File: src/rtl/timer_counter.sv
// timer_counter: programmable 32-bit down-counting timer with a register window.
// Registers: CTRL (EN, MODE, IM), PRESET (reload value), COUNT (read-only).
// IRQ is a level interrupt request (IM & irq_pend) feeding one CP0 HWInt bit.
//
// state | meaning
// ------+---------------------------------------------------------------
// IDLE  | stopped; COUNT holds; leaves when EN is set
// LOAD  | COUNT takes PRESET
// CNT   | counting down; reaching 1 or 0 raises irq_pend
// INT   | terminal count seen; auto-reload restarts, one-shot clears EN
module timer_counter (
    input  logic        clk,
    input  logic        rst,
    input  logic [3:2]  Addr,
    input  logic        Wen,
    input  logic [31:0] DIn,
    output logic [31:0] DOut,
    output logic        IRQ
);

    typedef enum logic [1:0] {
        IDLE = 2'd0,
        LOAD = 2'd1,
        CNT  = 2'd2,
        INT  = 2'd3
    } state_t;

    state_t      state;
    state_t      state_nxt;
    logic [3:0]  ctrl;
    logic [31:0] preset;
    logic [31:0] count;
    logic [31:0] count_nxt;
    logic        irq_pend;
    logic        pend_set;
    logic        pend_clr_fsm;
    logic        en_clr;
    logic        en;
    logic        auto_reload;
    logic        im;
    logic        wr_ctrl;
    logic        wr_preset;

    // CTRL bit layout: [0] EN, [2:1] MODE, [3] IM; only MODE 01 reloads
    assign en          = ctrl[0];
    assign auto_reload = (ctrl[2:1] == 2'b01);
    assign im          = ctrl[3];

    assign wr_ctrl   = Wen && (Addr == 2'd0);
    assign wr_preset = Wen && (Addr == 2'd1);

    assign IRQ = im & irq_pend;

    // Next-state and counter datapath decisions
    always_comb begin
        state_nxt    = state;
        count_nxt    = count;
        pend_set     = 1'b0;
        pend_clr_fsm = 1'b0;
        en_clr       = 1'b0;
        case (state)
            IDLE: begin
                if (en) begin
                    state_nxt = LOAD;
                end
            end
            LOAD: begin
                count_nxt = preset;
                state_nxt = CNT;
            end
            CNT: begin
                if (!en) begin
                    state_nxt = IDLE;
                end else if (count > 32'd1) begin
                    count_nxt = count - 32'd1;
                end else begin
                    // A count of 0 (PRESET = 0) terminates like a count of 1
                    count_nxt = 32'd0;
                    pend_set  = 1'b1;
                    state_nxt = INT;
                end
            end
            INT: begin
                if (auto_reload) begin
                    pend_clr_fsm = 1'b1;
                    state_nxt    = LOAD;
                end else begin
                    en_clr    = 1'b1;
                    state_nxt = IDLE;
                end
            end
            default: begin
                state_nxt = IDLE;
            end
        endcase
    end

    // FSM state and COUNT registers
    always_ff @(posedge clk or negedge rst) begin
        if (!rst) begin
            state <= IDLE;
            count <= 32'd0;
        end else begin
            state <= state_nxt;
            count <= count_nxt;
        end
    end

    // CTRL: a software write beats the one-shot EN clear in the same cycle
    always_ff @(posedge clk or negedge rst) begin
        if (!rst) begin
            ctrl <= 4'd0;
        end else if (wr_ctrl) begin
            ctrl <= DIn[3:0];
        end else if (en_clr) begin
            ctrl[0] <= 1'b0;
        end
    end

    // PRESET is only sampled at LOAD, so a write never disturbs a running count
    always_ff @(posedge clk or negedge rst) begin
        if (!rst) begin
            preset <= 32'd0;
        end else if (wr_preset) begin
            preset <= DIn;
        end
    end

    // Pending flag: a terminal-count set beats a same-cycle clearing write
    always_ff @(posedge clk or negedge rst) begin
        if (!rst) begin
            irq_pend <= 1'b0;
        end else if (pend_set) begin
            irq_pend <= 1'b1;
        end else if (wr_ctrl || wr_preset || pend_clr_fsm) begin
            irq_pend <= 1'b0;
        end
    end

    // Combinational read mux; Addr 3 reads zero
    always_comb begin
        DOut = 32'd0;
        case (Addr)
            2'd0:    DOut = {28'd0, ctrl};
            2'd1:    DOut = preset;
            2'd2:    DOut = count;
            default: DOut = 32'd0;
        endcase
    end

endmodule

File: config.mk
export PLATFORM = sky130hd
export DESIGN_NAME = timer_counter
export DESIGN_NICKNAME = d
export VERILOG_FILES = /design/src/rtl/timer_counter.sv
export SDC_FILE = /design/constraint.sdc
export NUM_CORES = 1
export LEC_CHECK = 0
export BUFFER_PORTS_ARGS = -buffer_cell sky130_fd_sc_hd__buf_4
export CAP_MARGIN = 20
export CORE_MARGIN = 2
export CORE_UTILIZATION = 25
export CTS_CLUSTER_DIAMETER = 100
export DETAILED_ROUTE_END_ITERATION = 8
export PLACE_DENSITY_LB_ADDON = 0.3
export SYNTH_ARGS = -nofsm -noshare
export SYNTH_HDL_FRONTEND = slang
export SYNTH_SLANG_ARGS = --single-unit
export TNS_END_PERCENT = 50
File: constraint.sdc
create_clock -name clk -period 2.5 [get_ports clk]
set_input_delay 0.625 -clock clk [delete_from_list [all_inputs] [get_ports clk]]
set_output_delay 0.625 -clock clk [all_outputs]
set_load 0.1 [all_outputs]
# [Yosys cells after proc, flatten, opt, wreduce, memory -nomap -nowiden]
# Index checks and enable logic that the tools add are counted.
[word_totals] reg_bits=71 out_inout_bits=33 word_cells=49
[classes] add_sub_neg=1 magnitude_cmp=1 n_eq_ne=9 n_mux=20 bitwise=1 reduce_logical=11
[ops] op="$pmux W32 S3" count=1
[ops] op="$mux W32" count=2
[ops] op="$pmux W32 S2" count=1
[ops] op="$gt A32 B1 Y1 const B" count=1
[ops] op="$sub A32 B1 Y32 const B" count=1
[ops] op="$mux W1" count=12
[ops] op="$pmux W2 S4" count=1
[ops] op="$eq A2 B1 Y1 const B" count=3
[ops] op="$eq A2 B2 Y1 const B" count=3
[ops] op="$mux W2" count=3
[ops] op="$reduce_bool A2 Y1" count=3
[ops] op="$logic_not A2 Y1" count=2
[ops] op="$ne A2 B2 Y1 const B" count=2
[ops] op="$reduce_and A2 Y1" count=2
[ops] op="$ne A3 B3 Y1 const B" count=1
[ops] op="$logic_and A1 B1 Y1" count=2
[ops] op="$logic_or A1 B1 Y1" count=2
[ops] op="$and A1 B1 Y1" count=1

# [Longest topological paths before layout]
# Gate-level depths: netlist of run 1.
[logic_depth] word_depth=6 depth_mapped=8 mapped_depth_nobuf=7

# [Least setup slack after synthesis of run 1]
# Ideal clock, no wire load.
[synth_path] path_type="in2out" start="input Addr[3] (netlist bit)" end="output DOut[0]" t_arrival_ns=3.099 t_required_ns=1.875 path_slack_ns=-1.224 cell_stages=3 path_buffers=1 cell_sequence="clkbuf_1 -> mux2i_1 -> o21ai_0"
[synth_between] elab_chain_cells=2 elab_cells_between_ends=4 cone_classes="eq/ne (2); mux (1); reduce/logical (1)"
[synth_lines] element="start: declaration" line="14" text="input logic [3:2] Addr,"
[synth_lines] element="$eq A2 B2 Y1 (tied with other cells)" line="143" text="case (Addr)"
[synth_lines] element="$pmux W32 S3 *" line="143"
[synth_lines] element="end: declaration" line="17" text="output logic [31:0] DOut,"
# Every way passes the cells marked *; elsewhere a longest branch is shown, timed or not.

# [Final worst setup path of run 1]
[layout_path] start="register count[5]" end="register count[19]"
[layout_between] elab_chain_cells=4 elab_cells_between_ends=5 cone_classes="add/sub (1); order compare (1); mux (3)"
[layout_lines] element="start: declaration" line="32" text="logic [31:0] count;"
[layout_lines] element="start signal: assignment" line="105" text="count <= count_nxt;"
[layout_lines] element="$sub A32 B1 Y32 / $gt A32 B1 Y1 (equally long branches)" line="75, 74"
[layout_lines] element="$mux W32 *" line="74" text="end else if (count > 32'd1) begin"
[layout_lines] element="$mux W32 *" line="72" text="if (!en) begin"
[layout_lines] element="$pmux W32 S2 *" line="61" text="case (state)"
# Every way passes the cells marked *; elsewhere a longest branch is shown, timed or not. The select of a mux whose other input is x is not followed.
# A chain may end at the register's enable or synchronous reset.

==> results.md, run 1 <==
| Item | This run | Unit |
| --- | --- | --- |
| Static leakage | 2.36 | nW |
| Share of final-layout standard cells stronger than drive strength 1 | 39.1 | % |
| Area leader, netlist | dfrtp_1 | - |
| Crit path DAT | 2.57 | ns |
| Final TNS setup | 0 | ns |
| Maximum number of pins on one net before global-route repair | 40 | - |
| Number of global-route vias before repair | 3781 | - |
| Net count of the mapped netlist | 440 | - |
| Type of element launching the critical path | register | - |
| Synthesis-to-layout area growth | 34.1 | % |
| Stage delay of the slowest cell on the critical path | 0.63 | ns |
| # nets final | 522 | - |
| Number of buffers created by CTS | 9 | - |
| Final period util | 95.0 | % |
| Gr usage total | 15.2 | % |
| Most common cell in the synthesized netlist | dfrtp_1 | - |
| WL final | 12800 | um |
| Largest fanout on the critical path | 8 | - |
| Setup Fix Bufs, Post-CTS | 0 | - |
| Overflow left after global routing | 0 | - |
| ANT cells | 0 | - |
| Placeable core area | 15900 | sq um |
| Ratio of total power to cell area | 1120 | nW/um^2 |
| Post-detailed-route wirelength per cell | 18.2 | um |
| Main area contributors after synthesis | dfrtp_1, mux2_2, a22o_1 | - |
| Count of pins over their slew limit | 0 | - |
| Filler cells | 1635 | - |
| Die height | 132 | um |
| Cells after DPL | 688 | - |
| List of cells traversed by the critical path | or4_1, nor3_2, nand4_1, buf_12, nand2_1, o311ai_0 | - |
| Setup WS post-layout | 0.126 | ns |
| Worst Max-Slew Pin Slew | 0.496 | ns |
| Area of all placed cells without fillers | 5480 | sq um |
| FF-to-FF setup slack | 0.13 | ns |
| DRC marker count from the first detailed-route iteration | 272 | - |
| EDFF count, synth | 0 | - |
| Maximum ir drop on the vdd rail | 478 | uV |
| Non-filler instance count after layout | 702 | - |
| Initial antenna violation count | 0 | - |
| CP Capture Type | register | - |
| Hold Vio Cnt, Final | 0 | - |
| Data required time at the worst endpoint | 2.70 | ns |
| Cell Area, Placed | 5230 | sq um |
| Outcome | finished, final reports clean | - |
| Buffer levels on the longest clock path | 2 | - |
| Setup repair after global routing missed its margin | false | - |
| Maximum level of the CTS H-tree | 3 | - |
| Kind of critical path | reg -> reg | - |
| Critical Path Slowest Stage Cell | or4_1 | - |
| First-pass GRT wire length | 20800 | um |
| Count of distinct cell types in the synthesized netlist | 56 | - |
| Post-Place Worst Slack | 0.161 | ns |
| Number of cells produced by synthesis | 401 | - |
| Achievable clock frequency | 421 | MHz |
| CTS clock-pin slew for the worst setup and hold paths | 0.06 | ns |
| CTS tree | done | - |
| Clock sink count | 71 | - |
| DR vias | 3590 | - |
| Area of the die | 17400 | sq um |
| Post-DP HPWL | 9060 | um |
| Top post-synthesis cells by count | dfrtp_1, mux2_2, nand2_1, a22o_1, nand3_1 | - |
| DRC viols | 0 | - |
| Max-cap check violation count | 0 | - |
| I/O pin total | 70 | - |
| Total of cells resized after clock tree synthesis | 0 | - |
| Worst slew margin relative to its limit | 66.9 | % |
| Buffer type at the clock tree root | clkbuf_16 | - |
| Iteration count of the initial detailed-routing pass | 4 | - |
| Hold Path Class | in -> async | - |
| Number of failing setup endpoints in the final timing report | 0 | - |
| Clk_lat worst skew | 0.35 | ns |
| Sequential-to-total area share from yosys stat | 43.5 | % |
| Width of the die | 132 | um |
| Initial standard-cell utilization of the core | 25.6 | % |
| Row cnt | 46 | - |
| Routability cong. | 0.851 | - |
| Mean post-synth cell area | 10.2 | sq um |
| Total design power | 6.13 | mW |
| Number of nets with antenna violations after detailed routing | 0 | - |
| #FFs+latches synth | 71 | - |
| Area of the mapped netlist | 4080 | sq um |
| Clock Skews | 0.00920 | ns |
| Shortest clock period the worst path allows after layout | 2.37 | ns |
| Count of yosys warnings during synthesis | 0 | - |
| Avg Vias per Cell | 5.11 | - |
| Prevailing post-synth register cell | dfrtp_1 | - |
| Port Buffer Count | 69 | - |
| Synth top area share | 43.5 | % |
| Asr flop ratio synth | 100 | % |
| Post-cts hold buffer count | 0 | - |
-- where the power goes --
group | switching [mW] | internal, mW | total [mW]
logic | 1.85 | 1.08 | 2.93
registers | 0.535 | 1.53 | 2.06
clock network | 0.479 | 0.657 | 1.14
-- flip-flops by register name, indices dropped and copies added (netlist names) --
name      flops
ctrl          4
state         2
preset       32
count        32
irq_pend      1
-- path summary, 6_finish.rpt --
check	startpoint	to	cells after the start
hold / removal	rst	preset[25]	1
setup reg to reg	count[5]	count[19]	6
hold reg to reg	irq_pend	irq_pend	2
setup / recovery	count[5]	count[19]	6
min in group clk	DIn[0]	ctrl[0]	3
max in group asynchronous	rst	count[14]	2
-- cell type report --
class	count	area (sq um)	area share, %
tap	216	270	4.93
clock buffer	12	236	4.32
clock inverter	2	10.0	0.183
multi-input combinational	297	2350	42.9
inverter	6	22.5	0.411
timing repair buffer	98	811	14.8
sequential	71	1780	32.4
-- routing by layer --
layer  share of wire [%]  track usage, %  up-vias
li1                    -               -     1710
met1                  46            20.0     1761
met2                  47            23.8      101
met3                 5.1            3.96       18
met4                 1.9            5.98        0
met5                   0               0        -
-- through the flow --
step / hold WS [ns] / utilization, %
2_1_floorplan: 0.329 / -
3_3_place_gp: 0.520 / 32.8
3_5_place_dp: 0.514 / 32.8
4_1_cts: 0.247 / 34.3
5_1_grt: 0.276 / 34.4
6_report: 0.232 / 34.4
-- worst max-delay path: cells and delay by family, from the launching register on --
family	cells	cell delay (ns)
flops	1	0.43
compound gates	1	0.19
simple gates	4	1.40
buf+inv	1	0.21
-- logic make-up (layout without fill, tap and decap cells) --
group                      Yosys count  after routing  synth area share (%)
buffers and inverters               33            118                  4.35
muxes                               44             44                  11.9
AOI/OAI and AO/OA                  115            115                  21.1
and+or+nand+nor                    136            136                  18.6
DFF                                 71             71                  43.5
adders and majority gates            2              2                 0.613
-- layout by cell type, fill, tap and decap left out, types with 9 or more instances in the layout --
master,synthesis,layout
buf_4,2,92
clkbuf_16,0,9
a22o_4,0,20
nor3_1,11,10
a21oi_1,14,14
mux2i_1,9,9
nor2_1,16,16
mux2_2,35,35
nand3_1,19,19
nand2_1,32,32
o21ai_0,17,13
dfrtp_1,71,71
a22oi_1,10,10
No activity file was read; power rests on OpenSTA's default activity.
==> inputs of run 2 (changes only) <==
--- a/config.mk
+++ b/config.mk
@@ -11,7 +11,6 @@
 export CORE_UTILIZATION = 25
 export CTS_CLUSTER_DIAMETER = 100
 export DETAILED_ROUTE_END_ITERATION = 8
-export PLACE_DENSITY_LB_ADDON = 0.3
 export SYNTH_ARGS = -nofsm -noshare
 export SYNTH_HDL_FRONTEND = slang
 export SYNTH_SLANG_ARGS = --single-unit
==> results.md, run 2 (synthesis gave the netlist of run 1 again) <==
| Item | This run | Unit |
| --- | --- | --- |
| Outcome | finished, final reports clean | - |
| Commonest cells after routing, fill and taps aside | buf_4, dfrtp_1, mux2_2 | - |
| Worst slew margin relative to its limit | 66.4 | % |
| Buffer type at the clock tree root | clkbuf_16 | - |
| Largest registers | count (32), preset (32), ctrl (4) | - |
| ANT cells | 0 | - |
| Crit path DAT | 2.55 | ns |
| Filler cells | 1635 | - |
| Number of nets with antenna violations after detailed routing | 0 | - |
| Ratio of total power to cell area | 1180 | nW/um^2 |
| Width of the die | 132 | um |
| Routability cong. | 0.851 | - |
| Area used by multi-input combinational logic | 2340 | sq um |
| Clock Skews | 0.00863 | ns |
| DR vias | 3684 | - |
| Share of final-layout standard cells stronger than drive strength 1 | 40.4 | % |
| Hold Vio Cnt, Final | 0 | - |
| Max-cap check violation count | 0 | - |
| Data required time at the worst endpoint | 2.71 | ns |
| Synthesis-to-layout area growth | 36.4 | % |
| WL final | 12800 | um |
| Seq. cell area | 1780 | sq um |
| Maximum ir drop on the vdd rail | 371 | uV |
| Overflow left after global routing | 0 | - |
| CP Capture Type | register | - |
| Worst Max-Slew Pin Slew | 0.500 | ns |
| Total of cells resized after clock tree synthesis | 0 | - |
| Switching component of the power | 2.91 | mW |
| Register share of total power | 31.5 | % |
| Share of total power in combinational logic | 45.4 | % |
| DRC marker count from the first detailed-route iteration | 241 | - |
| Post-cts hold buffer count | 0 | - |
| Post-detailed-route wirelength per cell | 18.0 | um |
| Hold Path Class | in -> async | - |
| Launching instance or port of the critical path | count[5] | - |
| Avg Vias per Cell | 5.20 | - |
| CTS tree | done | - |
| Shortest clock period the worst path allows after layout | 2.34 | ns |
| Buffer levels on the longest clock path | 2 | - |
| First-pass GRT wire length | 20900 | um |
| # nets final | 527 | - |
| Cell Int Power | 3.64 | mW |
| Number of failing setup endpoints in the final timing report | 0 | - |
| Number of global-route vias before repair | 3744 | - |
| Clk pwr share | 23.1 | % |
| Area of the die | 17400 | sq um |
| Gr usage total | 15.3 | % |
| End point of the critical path | count[12] | - |
| Iteration count of the initial detailed-routing pass | 5 | - |
| Total design power | 6.55 | mW |
| Port Buffer Count | 69 | - |
| Kind of critical path | reg -> reg | - |
| Post-DP HPWL | 9370 | um |
| Critical Path Slowest Stage Cell | or4_1 | - |
| DRC viols | 0 | - |
| Initial antenna violation count | 0 | - |
| Row cnt | 46 | - |
| Die height | 132 | um |
| Maximum level of the CTS H-tree | 3 | - |
| Finished Core Util | 34.9 | % |
| Initial standard-cell utilization of the core | 25.6 | % |
| Clock sink count | 71 | - |
| Stage delay of the slowest cell on the critical path | 0.64 | ns |
| Number of buffers created by CTS | 9 | - |
| Buffer and inverter count on the worst path | 1 | - |
| Setup Fix Bufs, Post-CTS | 0 | - |
| Reg-to-Reg Start | count[5] | - |
| Worst flop-to-flop path endpoint | count[12] | - |
| Largest fanout on the critical path | 10 | - |
| Static leakage | 2.41 | nW |
| Clk_lat worst skew | 0.35 | ns |
| Share of total power consumed by net switching | 44.4 | % |
| I/O pin total | 70 | - |
| Count of pins over their slew limit | 0 | - |
| Most frequent standard cell in the layout excluding fill and tap cells | buf_4 | - |
| Family with the most delay on the worst path | simple AND/OR/NAND/NOR gates | - |
| FF-to-FF setup slack | 0.16 | ns |
| Final period util | 93.8 | % |
| Achievable clock frequency | 427 | MHz |
| Register-to-Register Path Depth | 6 | - |
| Setup repair after global routing missed its margin | false | - |
| Type of element launching the critical path | register | - |
| CTS clock-pin slew for the worst setup and hold paths | 0.06 | ns |
| Maximum number of pins on one net before global-route repair | 40 | - |
| Placeable core area | 15900 | sq um |
| Critical path depth | 6 | - |
| List of cells traversed by the critical path | or4_1, nor3_2, nand4_1, buf_4, nand2_1, o21ai_0 | - |
## run 2: changes by cell type in the layout (fill, tap and decap cells not counted), sizes merged
cell	change
clkinvlp	+1
bufinv	+3
clkbuf	-2
buf	+5
## run 2: worst min-delay path by stage
stage / start / end / slack (ns)
floorplan: rst / count[0] / 0.33
global placement: ctrl[3] / ctrl[3] / 0.52
detailed placement: irq_pend / irq_pend / 0.52
CTS: rst / count[25] / 0.24
global route: rst / count[25] / 0.27
finish: rst / count[25] / 0.24
## run 2: layer usage
| layer | share of wire [%] | wire length, um | vias to the layer above | track usage [%] |
|---|---|---|---|---|
| met4 | 2.1 | 270 | 0 | 5.25 |
| met2 | 47 | 6020 | 108 | 23.9 |
| li1 | - | - | 1719 | - |
| met1 | 46 | 5910 | 1839 | 20.4 |
| met5 | 0 | 0 | - | 0 |
| met3 | 4.6 | 582 | 18 | 4.23 |
## run 2: stage by stage
| stage | hold slack, ns | setup TNS [ns] | instances | cell area [sq um] | setup WS, ns |
|---|---|---|---|---|---|
| after floorplan | 0.329 | -0.985 | 401 | 4300 | -0.144 |
| after global placement | 0.519 | 0 | 693 | 5230 | 0.188 |
| after detailed placement | 0.517 | 0 | 693 | 5230 | 0.159 |
| after CTS | 0.245 | 0 | 709 | 5570 | 0.161 |
| after global routing | 0.265 | 0 | 709 | 5570 | 0.000733 |
| final | 0.238 | 0 | 709 | 5570 | 0.155 |
## run 2: area by class of cell
type	instances	share of cell area [%]
Multi-Input combinational cell	297	42.1
Sequential cell	71	31.9
Timing Repair Buffer	103	14.6
Tap cell	216	4.85
Clock buffer	10	4.29
Clock inverter	6	1.93
Inverter	6	0.404
## run 2: worst reg2reg max path, cell delays in order (launching register included)
cell,delay [ns]
dfrtp_1,0.48
or4_1,0.64
nor3_2,0.24
nand4_1,0.17
buf_4,0.21
nand2_1,0.30
o21ai_0,0.17
## run 2: power groups by stage
stage / Combinational [mW] / Clock [mW] / Sequential [mW]
floorplan: 2.27 / 0 / 1.90
global placement: 2.94 / 0 / 2.06
detailed placement: 2.97 / 0 / 2.07
CTS: 2.99 / 1.54 / 2.06
global route: 3.22 / 1.59 / 2.13
finish: 2.98 / 1.51 / 2.06
==> inputs of run 3 (changes only) <==
--- a/config.mk
+++ b/config.mk
@@ -7,6 +7,7 @@
 export LEC_CHECK = 0
 export BUFFER_PORTS_ARGS = -buffer_cell sky130_fd_sc_hd__buf_4
 export CAP_MARGIN = 20
+export CORE_ASPECT_RATIO = 0.75
 export CORE_MARGIN = 2
 export CORE_UTILIZATION = 25
 export CTS_CLUSTER_DIAMETER = 100
==> constraint.sdc (replaced) <==
create_clock -name clk -period 2.5 [get_ports clk]
set_input_delay 0.125 -clock clk [delete_from_list [all_inputs] [get_ports clk]]
set_output_delay 0.125 -clock clk [all_outputs]
set_load 0.1 [all_outputs]
==> results.md, run 3 (synthesis gave the netlist of run 1 again) <==
| Item | This run | Unit |
| --- | --- | --- |
| Outcome | finished, final reports clean | - |
| Number of failing setup endpoints in the final timing report | 0 | - |
| Iteration count of the initial detailed-routing pass | 7 | - |
| Seq. cell area | 1780 | sq um |
| Initial standard-cell utilization of the core | 25.5 | % |
| Worst-case hold slack | 0.0196 | ns |
| Buffer type at the clock tree root | clkbuf_16 | - |
| Kind of critical path | reg -> reg | - |
| Width of the die | 152 | um |
| Hold EP | ctrl[0] | - |
| FF-to-FF setup slack | 0.16 | ns |
| Hold Vio Cnt, Final | 0 | - |
| Avg Vias per Cell | 5.29 | - |
| Area used by multi-input combinational logic | 2140 | sq um |
| HP Start | DIn[0] | - |
| Maximum ir drop on the vdd rail | 365 | uV |
| Largest fanout on the critical path | 8 | - |
| Overflow left after global routing | 0 | - |
| Post-DP HPWL | 8920 | um |
| Final period util | 93.6 | % |
| Filler cells | 1663 | - |
| Worst Max-Slew Pin Slew | 0.916 | ns |
| # nets final | 516 | - |
| WL final | 12300 | um |
| Clk_lat worst skew | 0.33 | ns |
| DR vias | 3647 | - |
| Most frequent standard cell in the layout excluding fill and tap cells | buf_4 | - |
| ANT cells | 0 | - |
| CTS clock-pin slew for the worst setup and hold paths | 0.05 | ns |
| Hold Path Class | in -> reg | - |
| Clock sink count | 71 | - |
| I/O pin total | 70 | - |
| Setup repair after global routing missed its margin | false | - |
| Ratio of total power to cell area | 1160 | nW/um^2 |
| Share of final-layout standard cells stronger than drive strength 1 | 32.2 | % |
| Clock Skews | 0.00519 | ns |
| Worst slew margin relative to its limit | 39.0 | % |
| Maximum number of pins on one net before global-route repair | 72 | - |
| First-pass GRT wire length | 19700 | um |
| Number of nets with antenna violations after detailed routing | 0 | - |
| Port Buffer Count | 69 | - |
| Area of the die | 17400 | sq um |
| Depth of the worst hold-timing path | 3 | - |
| Crit path DAT | 2.60 | ns |
| Static leakage | 2.20 | nW |
| Count of pins over their slew limit | 0 | - |
| Number of global-route vias before repair | 3698 | - |
| Commonest cells after routing, fill and taps aside | buf_4, dfrtp_1, mux2_2 | - |
| Routability cong. | 0.904 | - |
| CP Capture Type | register | - |
| Setup WS post-layout | 0.160 | ns |
| Maximum level of the CTS H-tree | 3 | - |
| Largest registers | count (32), preset (32), ctrl (4) | - |
| CTS tree | done | - |
| Type of element launching the critical path | register | - |
| Buffer levels on the longest clock path | 2 | - |
| Placeable core area | 16000 | sq um |
| Reg-to-Reg Start | count[1] | - |
| Post-Place Worst Slack | 0.168 | ns |
| DRC marker count from the first detailed-route iteration | 307 | - |
| Number of buffers created by CTS | 9 | - |
| Post-detailed-route wirelength per cell | 17.9 | um |
| Setup Fix Bufs, Post-CTS | 0 | - |
| Initial antenna violation count | 0 | - |
| Die height | 115 | um |
| DRC viols | 0 | - |
| Worst flop-to-flop path endpoint | count[22] | - |
| Cells after DPL | 675 | - |
| Achievable clock frequency | 427 | MHz |
| Finished Core Util | 32.3 | % |
| Data required time at the worst endpoint | 2.76 | ns |
| Non-filler instance count after layout | 689 | - |
| Shortest clock period the worst path allows after layout | 2.34 | ns |
| Synthesis-to-layout area growth | 26.6 | % |
| Register-to-Register Path Depth | 7 | - |
| Row cnt | 40 | - |
| Max-cap check violation count | 0 | - |
| Gr usage total | 14.6 | % |
-- run 3: cell count changes in the layout (fill, tap and decap cells not counted), sizes merged --
cell / before / now
bufinv: 3 / 0
clkbuf: 10 / 12
clkinv: 2 / 1
clkinvlp: 1 / 0
dlygate4sd3: 0 / 1
buf: 103 / 91
-- run 3: layout make-up --
| cell class | instances | share of cell area [%] |
|---|---|---|
| Clock buffer | 12 | 5.15 |
| Multi-Input combinational cell | 297 | 41.5 |
| Sequential cell | 71 | 34.4 |
| Inverter | 6 | 0.436 |
| Tap cell | 210 | 5.08 |
| Clock inverter | 1 | 0.0968 |
| Timing Repair Buffer | 92 | 13.4 |
-- run 3: worst max-delay path, cell delays in order, from the launching register on --
cell	delay (ns)
dfrtp_1	0.43
inv_1	0.13
ha_1	0.24
nor3b_2	0.31
nand4_4	0.20
or3_1	0.43
o41a_1	0.41
o22ai_1	0.12
-- run 3: worst max path at each step --
stage	startpoint	to	slack (ns)	depth (start not counted)
6_report	count[1]	count[22]	0.16	7
5_1_grt	count[0]	count[22]	0.03	7
4_1_cts	count[1]	count[22]	0.15	7
3_5_place_dp	count[1]	count[22]	0.17	7
3_3_place_gp	count[0]	count[22]	0.27	7
2_1_floorplan	count[0]	DOut[0]	-0.23	2
-- run 3: through the flow --
stage	cell area (sq um)	TNS, ns	total power [mW]
2_1_floorplan	4080	-0.451	4.03
3_3_place_gp	4880	0	4.74
3_5_place_dp	4880	0	4.80
4_1_cts	5160	0	6.01
5_1_grt	5170	0	6.37
6_report	5170	0	6.00
-- run 3: power breakdown --
group / switching, mW / internal (mW)
registers: 0.515 / 1.53
logic: 1.81 / 0.970
clock network: 0.442 / 0.733
total: 2.77 / 3.23
-- run 3: metal layers --
layer	routed length [um]	share of wire [%]	GRT usage, %	vias to the layer above
met5	0	0	0	-
met4	188	1.5	4.38	0
met3	886	7.2	4.34	22
met2	5210	42	20.8	146
met1	6070	49	21.2	1784
li1	-	-	-	1695
-- run 3: repair_timing --
item                                    in CTS  in global routing
endpoints found under the setup margin       0                  1
gates resized for setup                      0                  1
hold endpoints to repair                    71                  0
hold buffers                                 1                  0
